[config.mk]
export PLATFORM = sky130hd
export DESIGN_NAME = kgp_multicycle_ctrl_flat
export DESIGN_NICKNAME = d
export VERILOG_FILES = /design/src/rtl/kgp_multicycle_ctrl_if.sv /design/src/rtl/kgp_multicycle_ctrl.sv /design/src/flat_wrapper.sv
export SDC_FILE = /design/constraint.sdc
export NUM_CORES = 1
export LEC_CHECK = 0
export ABC_AREA = 1
export BUFFER_PORTS_ARGS = -buffer_cell sky130_fd_sc_hd__buf_2
export CAP_MARGIN = 15
export CORE_ASPECT_RATIO = 0.9
export CORE_UTILIZATION = 45
export CTS_CLUSTER_SIZE = 40
export DETAILED_ROUTE_END_ITERATION = 7
export GPL_ROUTABILITY_DRIVEN = 0
export HOLD_SLACK_MARGIN = 0.12
export PLACE_DENSITY = 0.78
export SYNTH_ARGS = -nofsm -noshare
export SYNTH_HDL_FRONTEND = slang
export SYNTH_SLANG_ARGS = --single-unit
[constraint.sdc]
create_clock -name clk -period 1.85 [get_ports clk]
set_clock_uncertainty 0.2 [all_clocks]
set_input_delay 0.0925 -clock clk [delete_from_list [all_inputs] [get_ports clk]]
set_output_delay 0.0925 -clock clk [all_outputs]
set_load 0.02 [all_outputs]
[src/rtl/kgp_multicycle_ctrl_if.sv]
// Control bundle between the KGP multi-cycle sequencer (master) and the IR / data path (slave).
// The cycle_count/instr_count members exist only when KGP_CTRL_PERF_EN is defined.
interface kgp_multicycle_ctrl_if #(
  parameter int OPC_W  = 6,
  parameter int FUNC_W = 6
);
  logic [OPC_W-1:0]  opcode;
  logic [FUNC_W-1:0] func;
  logic              dmem_ready;
  logic              halt;
  logic              ir_write;
  logic              pc_write;
  logic [1:0]        reg_write;
  logic              imm_mux_ctrl;
  logic              alu_mux_ctrl;
  logic [3:0]        alu_op;
  logic              dmem_enable;
  logic              dmem_write_enable;
  logic [1:0]        reg_write_mux_ctrl;
  logic [4:0]        br_op;
  logic              is_branch;
  logic              illegal;
  logic              mem_err;
  logic [2:0]        state_out;
`ifdef KGP_CTRL_PERF_EN
  logic [31:0]       cycle_count;
  logic [31:0]       instr_count;
`endif

  modport master (
    input  opcode, func, dmem_ready, halt,
    output ir_write, pc_write, reg_write, imm_mux_ctrl, alu_mux_ctrl, alu_op,
           dmem_enable, dmem_write_enable, reg_write_mux_ctrl, br_op, is_branch,
           illegal, mem_err, state_out
`ifdef KGP_CTRL_PERF_EN
    , output cycle_count, instr_count
`endif
  );

  modport slave (
    output opcode, func, dmem_ready, halt,
    input  ir_write, pc_write, reg_write, imm_mux_ctrl, alu_mux_ctrl, alu_op,
           dmem_enable, dmem_write_enable, reg_write_mux_ctrl, br_op, is_branch,
           illegal, mem_err, state_out
`ifdef KGP_CTRL_PERF_EN
    , input cycle_count, instr_count
`endif
  );
endinterface

[src/rtl/kgp_multicycle_ctrl.sv]
// Multi-cycle FETCH/DECODE/EXEC/MEM/WB control sequencer for the KGP mini-RISC data path.
// Optional performance counters are compiled in with `define KGP_CTRL_PERF_EN.
module kgp_multicycle_ctrl #(
  parameter int OPC_W       = 6,
  parameter int FUNC_W      = 6,
  parameter int MEM_TIMEOUT = 15,
  parameter int TO_W        = 4
) (
  input  logic                 clk,
  input  logic                 rst,
  kgp_multicycle_ctrl_if.master bus
);

  typedef enum logic [2:0] {
    FETCH  = 3'd0,
    DECODE = 3'd1,
    EXEC   = 3'd2,
    MEM    = 3'd3,
    WB     = 3'd4
  } state_e;

  typedef enum logic [2:0] {
    CLS_R, CLS_I, CLS_LOAD, CLS_STORE, CLS_BRANCH, CLS_CALL, CLS_ILLEGAL
  } cls_e;

  state_e            state_q, state_d;
  logic [OPC_W-1:0]  opc_q, opc_d;
  logic [FUNC_W-1:0] func_q, func_d;
  logic [TO_W-1:0]   cnt_q, cnt_d;
  cls_e              cls;
  logic              timeout;
  logic              unused_func;

  logic       ir_write, pc_write, imm_mux_ctrl, alu_mux_ctrl;
  logic       dmem_enable, dmem_write_enable, is_branch, illegal, mem_err;
  logic [1:0] reg_write, reg_write_mux_ctrl;
  logic [3:0] alu_op;
  logic [4:0] br_op;

  assign unused_func = ^func_q;
  assign timeout     = (MEM_TIMEOUT != 0) && (cnt_q == TO_W'(MEM_TIMEOUT));

  always_comb begin
    cls = CLS_ILLEGAL;
    if (opc_q == OPC_W'(0))      cls = CLS_R;
    else if (opc_q == OPC_W'(1)) cls = CLS_I;
    else if (opc_q == OPC_W'(2)) cls = CLS_LOAD;
    else if (opc_q == OPC_W'(3)) cls = CLS_STORE;
    else if (opc_q == OPC_W'(4)) cls = (func_q[4:0] == 5'h02) ? CLS_CALL : CLS_BRANCH;
  end

  always_ff @(posedge clk or negedge rst) begin
    if (!rst) begin
      state_q <= FETCH;
      opc_q   <= '0;
      func_q  <= '0;
      cnt_q   <= '0;
    end else begin
      state_q <= state_d;
      opc_q   <= opc_d;
      func_q  <= func_d;
      cnt_q   <= cnt_d;
    end
  end

  // opcode/func are captured on the FETCH->DECODE edge so every decoded output,
  // DECODE included, comes from registers rather than the live IR fields.
  always_comb begin
    state_d = state_q;
    opc_d   = opc_q;
    func_d  = func_q;
    cnt_d   = cnt_q;
    case (state_q)
      FETCH: begin
        if (!bus.halt) begin
          state_d = DECODE;
          opc_d   = bus.opcode;
          func_d  = bus.func;
        end
      end
      DECODE: state_d = EXEC;
      EXEC: begin
        case (cls)
          CLS_R, CLS_I, CLS_CALL: state_d = WB;
          CLS_LOAD, CLS_STORE:    state_d = MEM;
          default:                state_d = FETCH;
        endcase
      end
      MEM: begin
        if (bus.dmem_ready) begin
          cnt_d   = '0;
          state_d = (cls == CLS_LOAD) ? WB : FETCH;
        end else if (timeout) begin
          cnt_d   = '0;
          state_d = FETCH;
        end else begin
          cnt_d = cnt_q + TO_W'(1);
        end
      end
      WB:      state_d = FETCH;
      default: state_d = FETCH;
    endcase
  end

  always_comb begin
    ir_write           = 1'b0;
    pc_write           = 1'b0;
    reg_write          = 2'b00;
    imm_mux_ctrl       = 1'b0;
    alu_mux_ctrl       = 1'b0;
    alu_op             = 4'h0;
    dmem_enable        = 1'b0;
    dmem_write_enable  = 1'b0;
    reg_write_mux_ctrl = 2'b00;
    br_op              = 5'h00;
    is_branch          = 1'b0;
    illegal            = 1'b0;
    mem_err            = 1'b0;

    // Gating with rst keeps every output quiet while reset is held.
    if (state_q == FETCH) ir_write = rst && !bus.halt;

    if (state_q != FETCH) begin
      case (cls)
        CLS_R: begin
          alu_op             = func_q[3:0];
          reg_write_mux_ctrl = 2'b10;
        end
        CLS_I: begin
          alu_op             = func_q[3:0];
          alu_mux_ctrl       = 1'b1;
          reg_write_mux_ctrl = 2'b10;
        end
        CLS_LOAD, CLS_STORE: begin
          alu_mux_ctrl       = 1'b1;
          imm_mux_ctrl       = 1'b1;
          reg_write_mux_ctrl = 2'b01;
        end
        CLS_BRANCH, CLS_CALL: br_op = func_q[4:0];
        default: ;
      endcase
    end

    case (state_q)
      EXEC: begin
        if (cls == CLS_BRANCH || cls == CLS_CALL) begin
          pc_write  = 1'b1;
          is_branch = 1'b1;
        end else if (cls == CLS_ILLEGAL) begin
          pc_write = 1'b1;
          illegal  = 1'b1;
        end
      end
      MEM: begin
        dmem_enable       = 1'b1;
        dmem_write_enable = (cls == CLS_STORE);
        if (bus.dmem_ready) begin
          pc_write = (cls == CLS_STORE);
        end else if (timeout) begin
          pc_write = 1'b1;
          mem_err  = 1'b1;
        end
      end
      WB: begin
        reg_write = (cls == CLS_CALL) ? 2'b10 : 2'b01;
        pc_write  = (cls != CLS_CALL);
      end
      default: ;
    endcase
  end

  assign bus.ir_write           = ir_write;
  assign bus.pc_write           = pc_write;
  assign bus.reg_write          = reg_write;
  assign bus.imm_mux_ctrl       = imm_mux_ctrl;
  assign bus.alu_mux_ctrl       = alu_mux_ctrl;
  assign bus.alu_op             = alu_op;
  assign bus.dmem_enable        = dmem_enable;
  assign bus.dmem_write_enable  = dmem_write_enable;
  assign bus.reg_write_mux_ctrl = reg_write_mux_ctrl;
  assign bus.br_op              = br_op;
  assign bus.is_branch          = is_branch;
  assign bus.illegal            = illegal;
  assign bus.mem_err            = mem_err;
  assign bus.state_out          = state_q;

`ifdef KGP_CTRL_PERF_EN
  logic [31:0] cyc_q, cyc_d, ins_q, ins_d;

  always_comb begin
    cyc_d = cyc_q + 32'd1;
    ins_d = ins_q + 32'(pc_write);
  end

  always_ff @(posedge clk or negedge rst) begin
    if (!rst) begin
      cyc_q <= '0;
      ins_q <= '0;
    end else begin
      cyc_q <= cyc_d;
      ins_q <= ins_d;
    end
  end

  assign bus.cycle_count = cyc_q;
  assign bus.instr_count = ins_q;
`endif

endmodule

[src/flat_wrapper.sv]
// flat-port wrapper written by rule: the top's interface ports become plain ports
module kgp_multicycle_ctrl_flat 
#(
  parameter int OPC_W       = 6,
  parameter int FUNC_W      = 6,
  parameter int MEM_TIMEOUT = 15,
  parameter int TO_W        = 4
)
  (clk, rst, bus_opcode, bus_func, bus_dmem_ready, bus_halt, bus_ir_write, bus_pc_write, bus_reg_write, bus_imm_mux_ctrl, bus_alu_mux_ctrl, bus_alu_op, bus_dmem_enable, bus_dmem_write_enable, bus_reg_write_mux_ctrl, bus_br_op, bus_is_branch, bus_illegal, bus_mem_err, bus_state_out);
  kgp_multicycle_ctrl_if #(.OPC_W(OPC_W), .FUNC_W(FUNC_W)) bus_i ();
  input  logic clk;
  input  logic rst;
  input wire logic [$bits(bus_i.opcode)-1:0] bus_opcode;
  input wire logic [$bits(bus_i.func)-1:0] bus_func;
  input wire logic [$bits(bus_i.dmem_ready)-1:0] bus_dmem_ready;
  input wire logic [$bits(bus_i.halt)-1:0] bus_halt;
  output wire logic [$bits(bus_i.ir_write)-1:0] bus_ir_write;
  output wire logic [$bits(bus_i.pc_write)-1:0] bus_pc_write;
  output wire logic [$bits(bus_i.reg_write)-1:0] bus_reg_write;
  output wire logic [$bits(bus_i.imm_mux_ctrl)-1:0] bus_imm_mux_ctrl;
  output wire logic [$bits(bus_i.alu_mux_ctrl)-1:0] bus_alu_mux_ctrl;
  output wire logic [$bits(bus_i.alu_op)-1:0] bus_alu_op;
  output wire logic [$bits(bus_i.dmem_enable)-1:0] bus_dmem_enable;
  output wire logic [$bits(bus_i.dmem_write_enable)-1:0] bus_dmem_write_enable;
  output wire logic [$bits(bus_i.reg_write_mux_ctrl)-1:0] bus_reg_write_mux_ctrl;
  output wire logic [$bits(bus_i.br_op)-1:0] bus_br_op;
  output wire logic [$bits(bus_i.is_branch)-1:0] bus_is_branch;
  output wire logic [$bits(bus_i.illegal)-1:0] bus_illegal;
  output wire logic [$bits(bus_i.mem_err)-1:0] bus_mem_err;
  output wire logic [$bits(bus_i.state_out)-1:0] bus_state_out;
  assign bus_i.opcode = bus_opcode;
  assign bus_i.func = bus_func;
  assign bus_i.dmem_ready = bus_dmem_ready;
  assign bus_i.halt = bus_halt;
  assign bus_ir_write = bus_i.ir_write;
  assign bus_pc_write = bus_i.pc_write;
  assign bus_reg_write = bus_i.reg_write;
  assign bus_imm_mux_ctrl = bus_i.imm_mux_ctrl;
  assign bus_alu_mux_ctrl = bus_i.alu_mux_ctrl;
  assign bus_alu_op = bus_i.alu_op;
  assign bus_dmem_enable = bus_i.dmem_enable;
  assign bus_dmem_write_enable = bus_i.dmem_write_enable;
  assign bus_reg_write_mux_ctrl = bus_i.reg_write_mux_ctrl;
  assign bus_br_op = bus_i.br_op;
  assign bus_is_branch = bus_i.is_branch;
  assign bus_illegal = bus_i.illegal;
  assign bus_mem_err = bus_i.mem_err;
  assign bus_state_out = bus_i.state_out;
  kgp_multicycle_ctrl #(.OPC_W(OPC_W), .FUNC_W(FUNC_W), .MEM_TIMEOUT(MEM_TIMEOUT), .TO_W(TO_W)) u_core (.clk(clk), .rst(rst), .bus(bus_i));
endmodule
==> results of run 1 <==
-- cell type report --
type / count / area share [%]
well taps: 27 / 1.84
multi-input cells: 100 / 34.9
repair buffers: 72 / 31.6
flip-flops and latches: 18 / 24.7
inverters: 23 / 4.91
clock buffers: 4 / 1.98
-- power by group through the flow --
stage / sequential (mW) / clock [mW] / combinational [mW]
finish: 0.717 / 0.256 / 1.55
global route: 0.741 / 0.277 / 1.67
CTS: 0.689 / 0.256 / 1.26
detailed placement: 0.694 / 0 / 1.02
global placement: 0.687 / 0 / 0.979
floorplan: 0.699 / 0 / 0.759
-- stage by stage --
step                hold slack (ns)  setup TNS [ns]  power [mW]
floorplan                    -0.403               0        1.46
global placement             -0.127               0        1.67
detailed placement           -0.117               0        1.71
CTS                           0.327         -0.0199        2.21
global route                  0.359           -1.12        2.69
finish                        0.333         -0.0933        2.52
-- layout by cell type (no fill, tap or decap), types with 9 or more instances in the layout --
cell,synthesis,routed
buf_2,0,25
buf_4,1,23
inv_1,23,22
nor2_4,3,9
dfrtp_1,18,16
nor2_2,4,9
nand2_1,32,28
nor2_1,21,10
dlygate4sd3_1,0,15
-- cells by family (layout without fill, tap and decap cells) --
| kind of cell | Yosys count | count (layout) | share of synthesized area, % |
|---|---|---|---|
| flip-flops | 18 | 18 | 40.4 |
| buffers and inverters | 27 | 99 | 12.2 |
| AND/OR/NAND/NOR | 81 | 81 | 33.1 |
| AO/OA/AOI/OAI | 16 | 16 | 11.5 |
| XOR/XNOR | 2 | 2 | 1.57 |
| adder cells (fa/ha/maj) | 1 | 1 | 1.12 |
-- what timing repair did --
item                       in CTS  in global routing
resized for setup              15                 38
gates cloned                    1                  0
setup buffers                   7                  5
hold buffers                   15                  0
pin swaps                       6                 10
setup endpoints to repair      15                 20
hold endpoints to repair       35                  0
-- state kept, by name, summed over array words and instances, names as in the netlist --
name                  flops
u_core.opc_q              6
u_core.cnt_q              4
u_core.bus.state_out      3
u_core.func_q             5
-- metal layers --
layer / part of all wire [%] / GRT usage, %
met5: 0 / 0
met3: 6.6 / 7.79
met1: 40 / 35.7
met2: 50 / 45.3
met4: 3.2 / 7.69
-- path summary, 6_finish.rpt --
| check | from | end | slack (ns) | cells past startpoint |
|---|---|---|---|---|
| worst max-delay path | u_core.bus.state_out[1]$_DFFE_PN0P_ | bus_reg_write_mux_ctrl[0] | -0.04 | 6 |
| worst min-delay path | u_core.cnt_q[1]$_DFFE_PN0P_ | u_core.cnt_q[1]$_DFFE_PN0P_ | 0.33 | 2 |
| worst max register to register | u_core.bus.state_out[1]$_DFFE_PN0P_ | u_core.opc_q[0]$_DFFE_PN0P_ | 0.02 | 7 |
| worst min register to register | u_core.cnt_q[1]$_DFFE_PN0P_ | u_core.cnt_q[1]$_DFFE_PN0P_ | 0.33 | 2 |
| max in group asynchronous | rst | u_core.bus.state_out[1]$_DFFE_PN0P_ | 0.57 | 4 |
| min in group asynchronous | rst | u_core.func_q[0]$_DFFE_PN0P_ | 0.66 | 4 |
-- cell usage after synthesis --
library cell   n
nand2_1       32
inv_1         23
nor2_1        21
dfrtp_1       18
a21oi_2        8
nand3_1        8
nor3_1         8
nor2_2         4
nand4_1        3
nor2_4         3
o21ai_0        3
o21ai_2        3
buf_6          2
a211oi_1       1
buf_12         1
buf_4          1
ha_1           1
nand2_2        1
o311ai_0       1
or2_1          1
xnor2_1        1
xor2_1         1
-- critical path, cell delays in order (launching register included) --
cell and delay (ns):
dfrtp_2 0.44, nor2_4 0.05, nand2_2 0.07, buf_6 0.11, clkinvlp_4 0.18, nor3_4 0.25
buf_4 0.19
==> impl_metrics.json, run 1 <==
{
  "outcome": "complete, but fails checks",
  "violations": "setup timing",
  "clock.fmax_ghz": 0.528,
  "htree_levels": 1,
  "leakagePower_nw": 0.964,
  "antenna_found_initial": 0,
  "wire_per_inst_um": 15.2,
  "synth_area_per_cell_sq_um": 7.68,
  "fin_util_pct": 81.0,
  "ir_drop_uv": 1010,
  "fin_ws_ns": -0.0431,
  "syn_nets": 162,
  "dieArea_sq_mm": 0.00268,
  "p_sw_share_pct": 46.8,
  "die_w_um": 54.4,
  "drv_slew": 0,
  "drt-vias-per-instance": 5.50,
  "multiInputGateArea_sq_um": 641,
  "period_share_pct": 102,
  "postSynthCellCount": 145,
  "pin_count": 41,
  "pwr-share-clk_pct": 10.1,
  "dp_cells": 212,
  "syn_area_sq_mm": 0.00111,
  "grt_pass1_vias": 1194,
  "n_fill_cell": 115,
  "wirelength_mm": 3.71,
  "path_class": "flop to primary output",
  "tightest_slew_ns": 0.283,
  "drtIter0Drc": 59,
  "num_rows": 16,
  "regArea_sq_um": 453,
  "fin_nets": 235,
  "cts_inserted_buffers": 3,
  "worstSkewPairLatency_ns": 0.31,
  "worst_setup_path_start_kind": "flop",
  "synth-seq-area-share_pct": 40.4,
  "first_pass_iters": 5,
  "grt_pass1_wl_mm": 5.41,
  "required_ns": 1.56,
  "cts_buffer_depth": 2,
  "min_path_type": "flop to flop",
  "crit_fanout": 8,
  "cts_tree": "yes",
  "dp_hpwl_mm": 1.87,
  "vias": 1341,
  "synth_top_area_share_pct": 40.4,
  "cts_sinks": 18,
  "drc_errors": 0,
  "design.core.area_sq_mm": 0.00226,
  "postPlaceCellArea_sq_mm": 0.00135,
  "power_frac_comb_pct": 61.4,
  "rsz0062_at_grt": "true",
  "final_hold_viol_count": 0,
  "drive_above_1_share_pct": 47.9,
  "die_h_um": 49.2,
  "max-cap-violations": 0,
  "cts_root_buffer": "clkbuf_4",
  "syn2layout_area_growth_pct": 64.6,
  "ys_types": 22,
  "seq_power_share_pct": 28.4,
  "track_usage_pct": 28.0,
  "intPower_mw": 1.34,
  "diodes": 0,
  "portBuffers": 39,
  "grt_max_degree": 19,
  "pwr_density_cell_mw_per_mm2": 1380,
  "fin_area_sq_mm": 0.00183,
  "stdcell_count": 244,
  "slew_headroom_pct": 80.9,
  "gr-total-overflow": 0,
  "setup_violations": 4,
  "post_synth_main_area_contributors": "dfrtp_1, nand2_1, inv_1, nor2_1, a21oi_2",
  "crit_path_end_kind": "primary output",
  "ant_nets": 0,
  "path_clk_slew_ns": 0.11,
  "yosys_warnings": 0,
  "arrival_ns": 1.60,
  "dp_slack_ns": 0.252,
  "p_switching_mw": 1.18,
  "initial_utilization_pct": 49.2,
  "synth_top_cell_by_area": "dfrtp_1",
  "ys_ff_latch": 18,
  "fin_crit_ns": 1.89
}
Note: power is estimated with default switching activity, not from simulation.
==> run 2, diff against run 1 <==
--- a/config.mk
+++ b/config.mk
@@ -9,12 +9,12 @@
 export BUFFER_PORTS_ARGS = -buffer_cell sky130_fd_sc_hd__buf_2
 export CAP_MARGIN = 15
 export CORE_ASPECT_RATIO = 0.9
-export CORE_UTILIZATION = 45
+export CORE_UTILIZATION = 44
 export CTS_CLUSTER_SIZE = 40
 export DETAILED_ROUTE_END_ITERATION = 7
 export GPL_ROUTABILITY_DRIVEN = 0
 export HOLD_SLACK_MARGIN = 0.12
-export PLACE_DENSITY = 0.78
+export PLACE_DENSITY = 0.79
 export SYNTH_ARGS = -nofsm -noshare
 export SYNTH_HDL_FRONTEND = slang
 export SYNTH_SLANG_ARGS = --single-unit
==> constraint.sdc (replaced) <==
create_clock -name clk -period 1.7 [get_ports clk]
set_clock_uncertainty 0.2 [all_clocks]
set_input_delay 0.085 -clock clk [delete_from_list [all_inputs] [get_ports clk]]
set_output_delay 0.085 -clock clk [all_outputs]
set_load 0.02 [all_outputs]
==> run 2 against run 1 <==
  * The run still ends with setup timing left
  * Critical path depth fell by 1
  * Via count fell by 1.3%
  * Core utilization rose by 2.9 points
  * Worst setup slack got worse by 0.22 ns
  * Critical path type unchanged
  * Largest cell class unchanged
==> impl_metrics.json, run 2 (synthesis results as in run 1) <==
{
  "outcome": "complete, but fails checks",
  "violations": "setup timing",
  "num_rows": 16,
  "slowest_stage": "dfrtp_1",
  "setup_violations": 21,
  "crit_chain": "nor2_4 > buf_4 > nand2_2 > a211oi_1 > buf_2",
  "power_frac_comb_pct": 64.6,
  "pin_count": 41,
  "tightest_slew_ns": 0.286,
  "ant_nets": 0,
  "fin_crit_ns": 1.97,
  "track_usage_pct": 26.3,
  "dp_hpwl_mm": 1.93,
  "cts_buffer_depth": 2,
  "path_clk_slew_ns": 0.11,
  "final_cell_mix": "nand2_1, buf_2, inv_1, buf_4",
  "wirelength_mm": 3.94,
  "drt-vias-per-instance": 5.43,
  "die_w_um": 55.0,
  "design.core.area_sq_mm": 0.00228,
  "crit_fanout": 6,
  "initial_utilization_pct": 48.8,
  "ir_drop_uv": 1290,
  "final_common_cell": "nand2_1",
  "drv_slew": 0,
  "wire_per_inst_um": 16.2,
  "intPower_mw": 1.49,
  "period_share_pct": 116,
  "cpLargestDelayFamily": "flip-flops",
  "largest-register": "u_core.opc_q",
  "cts_root_buffer": "clkbuf_4",
  "leakagePower_nw": 0.972,
  "grt_pass1_vias": 1207,
  "die_h_um": 49.7,
  "biggestRegsByFlops": "u_core.opc_q (6), u_core.func_q (5), u_core.cnt_q (4)",
  "power_mw": 2.90,
  "crit_buf_inv": 2,
  "grt_max_degree": 19,
  "worst_hold_slack_ns": 0.329,
  "antenna_found_initial": 0,
  "cts_sinks": 18,
  "portBuffers": 39,
  "drive_above_1_share_pct": 53.5,
  "dieArea_sq_mm": 0.00274,
  "final_hold_viol_count": 0,
  "rsz0062_at_grt": "true",
  "p_switching_mw": 1.41,
  "largest_reg_flops": 6,
  "drtIter0Drc": 35,
  "drc_errors": 0,
  "htree_levels": 1,
  "worst_setup_path_start_kind": "flop",
  "cts_tree": "yes",
  "required_ns": 1.41,
  "cp_slowest_stage_delay_ns": 0.43,
  "min_path_type": "flop to flop",
  "path_class": "flop to primary output",
  "pwr_density_cell_mw_per_mm2": 1510,
  "crit_path_end_kind": "primary output",
  "worstSkewPairLatency_ns": 0.30,
  "fin_nets": 236,
  "syn2layout_area_growth_pct": 72.0,
  "diodes": 0,
  "vias": 1324,
  "gr-total-overflow": 0,
  "seq_power_share_pct": 27.5,
  "cts_inserted_buffers": 3,
  "p_sw_share_pct": 48.7,
  "slew_headroom_pct": 80.7,
  "first_pass_iters": 4,
  "pwr-share-clk_pct": 7.9,
  "max-cap-violations": 0,
  "fin_ws_ns": -0.267,
  "arrival_ns": 1.68,
  "grt_pass1_wl_mm": 5.04,
  "clock.fmax_ghz": 0.508
}
run 2: power by group through the flow:
stage               sequential (mW)  combinational (mW)  clock (mW)
floorplan                     0.760               0.828           0
global placement              0.743                1.06           0
detailed placement            0.756                1.10           0
CTS                           0.758                1.45       0.224
global route                  0.812                2.01       0.245
finish                        0.797                1.87       0.230
run 2: tightest hold or removal path: stages (launching register included):
cell,delay [ns]
dfrtp_1,0.38
nand2_1,0.06
nand2_1,0.06
run 2: final timing paths:
path                       slack (ns)                                 from                                   to  depth (start not counted)
hold reg to reg                  0.33          u_core.cnt_q[1]$_DFFE_PN0P_          u_core.cnt_q[1]$_DFFE_PN0P_                          2
setup reg to reg                    0  u_core.bus.state_out[1]$_DFFE_PN0P_         u_core.func_q[1]$_DFFE_PN0P_                          7
min in group asynchronous        0.63                                  rst          u_core.opc_q[2]$_DFFE_PN0P_                          4
setup / recovery                -0.27          u_core.opc_q[5]$_DFFE_PN0P_                     bus_alu_mux_ctrl                          5
hold / removal                   0.33          u_core.cnt_q[1]$_DFFE_PN0P_          u_core.cnt_q[1]$_DFFE_PN0P_                          2
max in group asynchronous        0.45                                  rst  u_core.bus.state_out[1]$_DFFE_PN0P_                          4
run 2: cell type report:
cell class,count,area (sq um)
Multi-Input combinational cell,100,702
Timing Repair Buffer,73,613
Sequential cell,18,454
Fill cell,120,367
Inverter,23,90.1
Tap cell,27,33.8
Clock buffer,3,22.5
run 2: metal layers:
layer | wire [um] | GRT usage [%] | part of all wire [%] | vias to the layer above
met3 | 196 | 4.63 | 5.0 | 23
met2 | 2080 | 44.8 | 53 | 64
met5 | 0 | 0 | 0 | -
met1 | 1520 | 28.9 | 39 | 637
li1 | - | - | - | 600
met4 | 142 | 15.8 | 3.6 | 0
run 2: timing repair:
action | 4_1_cts | 5_1_grt
pin swaps | 8 | 11
hold endpoints to repair | 33 | 0
setup endpoints to repair | 20 | 32
buffers inserted | 7 | 7
hold buffers | 15 | 0
resized for setup | 31 | 49
gates cloned | 1 | 0
run 2: metrics by stage:
stage / util [%] / area, sq um / worst slack [ns] / TNS [ns] / std cells
global placement: 59.2 / 1350 / 0.130 / 0 / 212
finish: 83.9 / 1920 / -0.267 / -3.08 / 244
floorplan: - / 1120 / 0.0168 / 0 / 145
CTS: 74.2 / 1690 / -0.137 / -1.79 / 238
global route: 83.9 / 1920 / -0.386 / -4.80 / 244
detailed placement: 59.2 / 1350 / 0.0763 / 0 / 212
==> run 3, diff against run 2 <==
--- a/config.mk
+++ b/config.mk
@@ -14,7 +14,8 @@
 export DETAILED_ROUTE_END_ITERATION = 7
 export GPL_ROUTABILITY_DRIVEN = 0
 export HOLD_SLACK_MARGIN = 0.12
-export PLACE_DENSITY = 0.79
+export PLACE_DENSITY = 0.82
+export REMOVE_ABC_BUFFERS = 1
 export SYNTH_ARGS = -nofsm -noshare
 export SYNTH_HDL_FRONTEND = slang
 export SYNTH_SLANG_ARGS = --single-unit
==> run 3 against run 2 <==
  * The run still ends with setup timing left
  * Worst setup slack got worse by 0.015 ns
  * Count of clock-buffer cells in the layout increased by 1
  * Power increased by 1.4%
  * Combinational power about the same
  * Sequential power increased by 2%
  * Wire length increased by 17%
==> impl_metrics.json, run 3 (synthesis results as in run 1) <==
{
  "grt_max_degree": 19,
  "final.setup.tns_ns": -4.76,
  "htree_levels": 1,
  "path_clk_slew_ns": 0.12,
  "vias": 1444,
  "seq_power_share_pct": 27.6,
  "min_path_type": "flop to flop",
  "ir_drop_uv": 1050,
  "path_class": "flop to flop",
  "largest-register": "u_core.opc_q",
  "p_switching_mw": 1.46,
  "num_rows": 16,
  "drtIter0Drc": 58,
  "intPower_mw": 1.47,
  "fin_util_pct": 84.5,
  "fin_crit_ns": 1.98,
  "diodes": 0,
  "gr-total-overflow": 0,
  "required_ns": 1.74,
  "power_mw": 2.94,
  "worst_hold_slack_ns": 0.332,
  "dp_slack_ns": -0.00449,
  "setup_violations": 39,
  "violations": "setup timing",
  "arrival_ns": 2.03,
  "period_share_pct": 117,
  "fin_area_sq_mm": 0.00193,
  "initial_utilization_pct": 48.8,
  "p_sw_share_pct": 49.8,
  "rsz0062_at_grt": "true",
  "dp_hpwl_mm": 2.01,
  "dieArea_sq_mm": 0.00274,
  "portBuffers": 39,
  "max-cap-violations": 0,
  "cts_inserted_buffers": 3,
  "fin_ws_ns": -0.282,
  "track_usage_pct": 25.1,
  "clock.fmax_ghz": 0.504,
  "cts_root_buffer": "clkbuf_4",
  "pwr_density_cell_mw_per_mm2": 1520,
  "power_frac_comb_pct": 63.1,
  "drt-vias-per-instance": 5.87,
  "crit_path_end_kind": "flop",
  "worstSkewPairLatency_ns": 0.31,
  "cts_sinks": 18,
  "drive_above_1_share_pct": 53.9,
  "tightest_slew_ns": 0.471,
  "antenna_found_initial": 0,
  "stdcell_count": 246,
  "design.core.area_sq_mm": 0.00228,
  "pwr-share-clk_pct": 9.3,
  "drv_slew": 0,
  "leakagePower_nw": 0.988,
  "outcome": "complete, but fails checks",
  "crit_fanout": 5,
  "worst_setup_path_start_kind": "flop",
  "biggestRegsByFlops": "u_core.opc_q (6), u_core.func_q (5), u_core.cnt_q (4)",
  "first_pass_iters": 5,
  "postPlaceCellArea_sq_mm": 0.00137,
  "grt_pass1_wl_mm": 4.96,
  "syn2layout_area_growth_pct": 73.3,
  "grt_pass1_vias": 1264,
  "drc_errors": 0,
  "final_hold_viol_count": 0,
  "die_w_um": 55.0,
  "wirelength_mm": 4.63,
  "fin_nets": 237,
  "cts_tree": "yes",
  "die_h_um": 49.7,
  "ant_nets": 0,
  "largest_reg_flops": 6,
  "cts_buffer_depth": 2,
  "wire_per_inst_um": 18.8,
  "dp_cells": 215,
  "pin_count": 41,
  "final_cell_mix": "nand2_1, buf_4, buf_2",
  "slew_headroom_pct": 68.2
}
-- run 3: cell types whose count changed in the layout (fill, tap and decap cells not counted), sizes merged --
cell and change:
clkbuf +1, buf +1
-- run 3: path summary, 6_finish.rpt --
path	from	to	slack [ns]	cells after the start
worst max register to register	u_core.bus.state_out[0]$_DFFE_PN0P_	u_core.bus.state_out[2]$_DFFE_PN0P_	-0.28	8
worst max-delay path	u_core.bus.state_out[0]$_DFFE_PN0P_	u_core.bus.state_out[2]$_DFFE_PN0P_	-0.28	8
worst min register to register	u_core.cnt_q[0]$_DFFE_PN0P_	u_core.cnt_q[0]$_DFFE_PN0P_	0.33	1
max in group asynchronous	rst	u_core.opc_q[3]$_DFFE_PN0P_	0.36	4
min in group asynchronous	rst	u_core.func_q[4]$_DFFE_PN0P_	0.70	4
worst min-delay path	u_core.cnt_q[0]$_DFFE_PN0P_	u_core.cnt_q[0]$_DFFE_PN0P_	0.33	1
-- run 3: final cells by class --
class / count / area (sq um)
Fill cell: 98 / 353
Clock buffer: 4 / 36.3
Timing Repair Buffer: 74 / 606
Sequential cell: 18 / 453
Multi-Input combinational cell: 100 / 711
Tap cell: 27 / 33.8
Inverter: 23 / 90.1
-- run 3: power by group through the flow --
| stage | clock network, mW | logic (mW) | registers (mW) |
|---|---|---|---|
| detailed placement | 0 | 1.15 | 0.746 |
| global placement | 0 | 1.10 | 0.736 |
| CTS | 0.274 | 1.39 | 0.757 |
| finish | 0.273 | 1.85 | 0.812 |
| global route | 0.296 | 1.98 | 0.825 |
| floorplan | 0 | 0.742 | 0.760 |
-- run 3: worst max-delay path, stage by stage, from the launching register on --
cell     delay (ns)
dfrtp_1        0.47
buf_4          0.19
nand2_1        0.11
nor2_4         0.20
buf_4          0.16
inv_1          0.09
nor3_1         0.23
nand2_1        0.14
nand2_1        0.12
-- run 3: routing by layer --
metal	vias up	routed length [um]	track usage [%]
met5	-	0	0
met4	0	303	10.8
met3	44	446	7.41
met2	145	2280	46.0
met1	652	1590	24.8
li1	603	-	-
-- run 3: repair_timing --
| action | 4_1_cts | 5_1_grt |
|---|---|---|
| resized for setup | 48 | 34 |
| hold buffers | 15 | 0 |
| pin swaps | 9 | 9 |
| setup endpoints to repair | 21 | 25 |
| endpoints found under the hold margin | 35 | 0 |
| setup buffers | 3 | 9 |
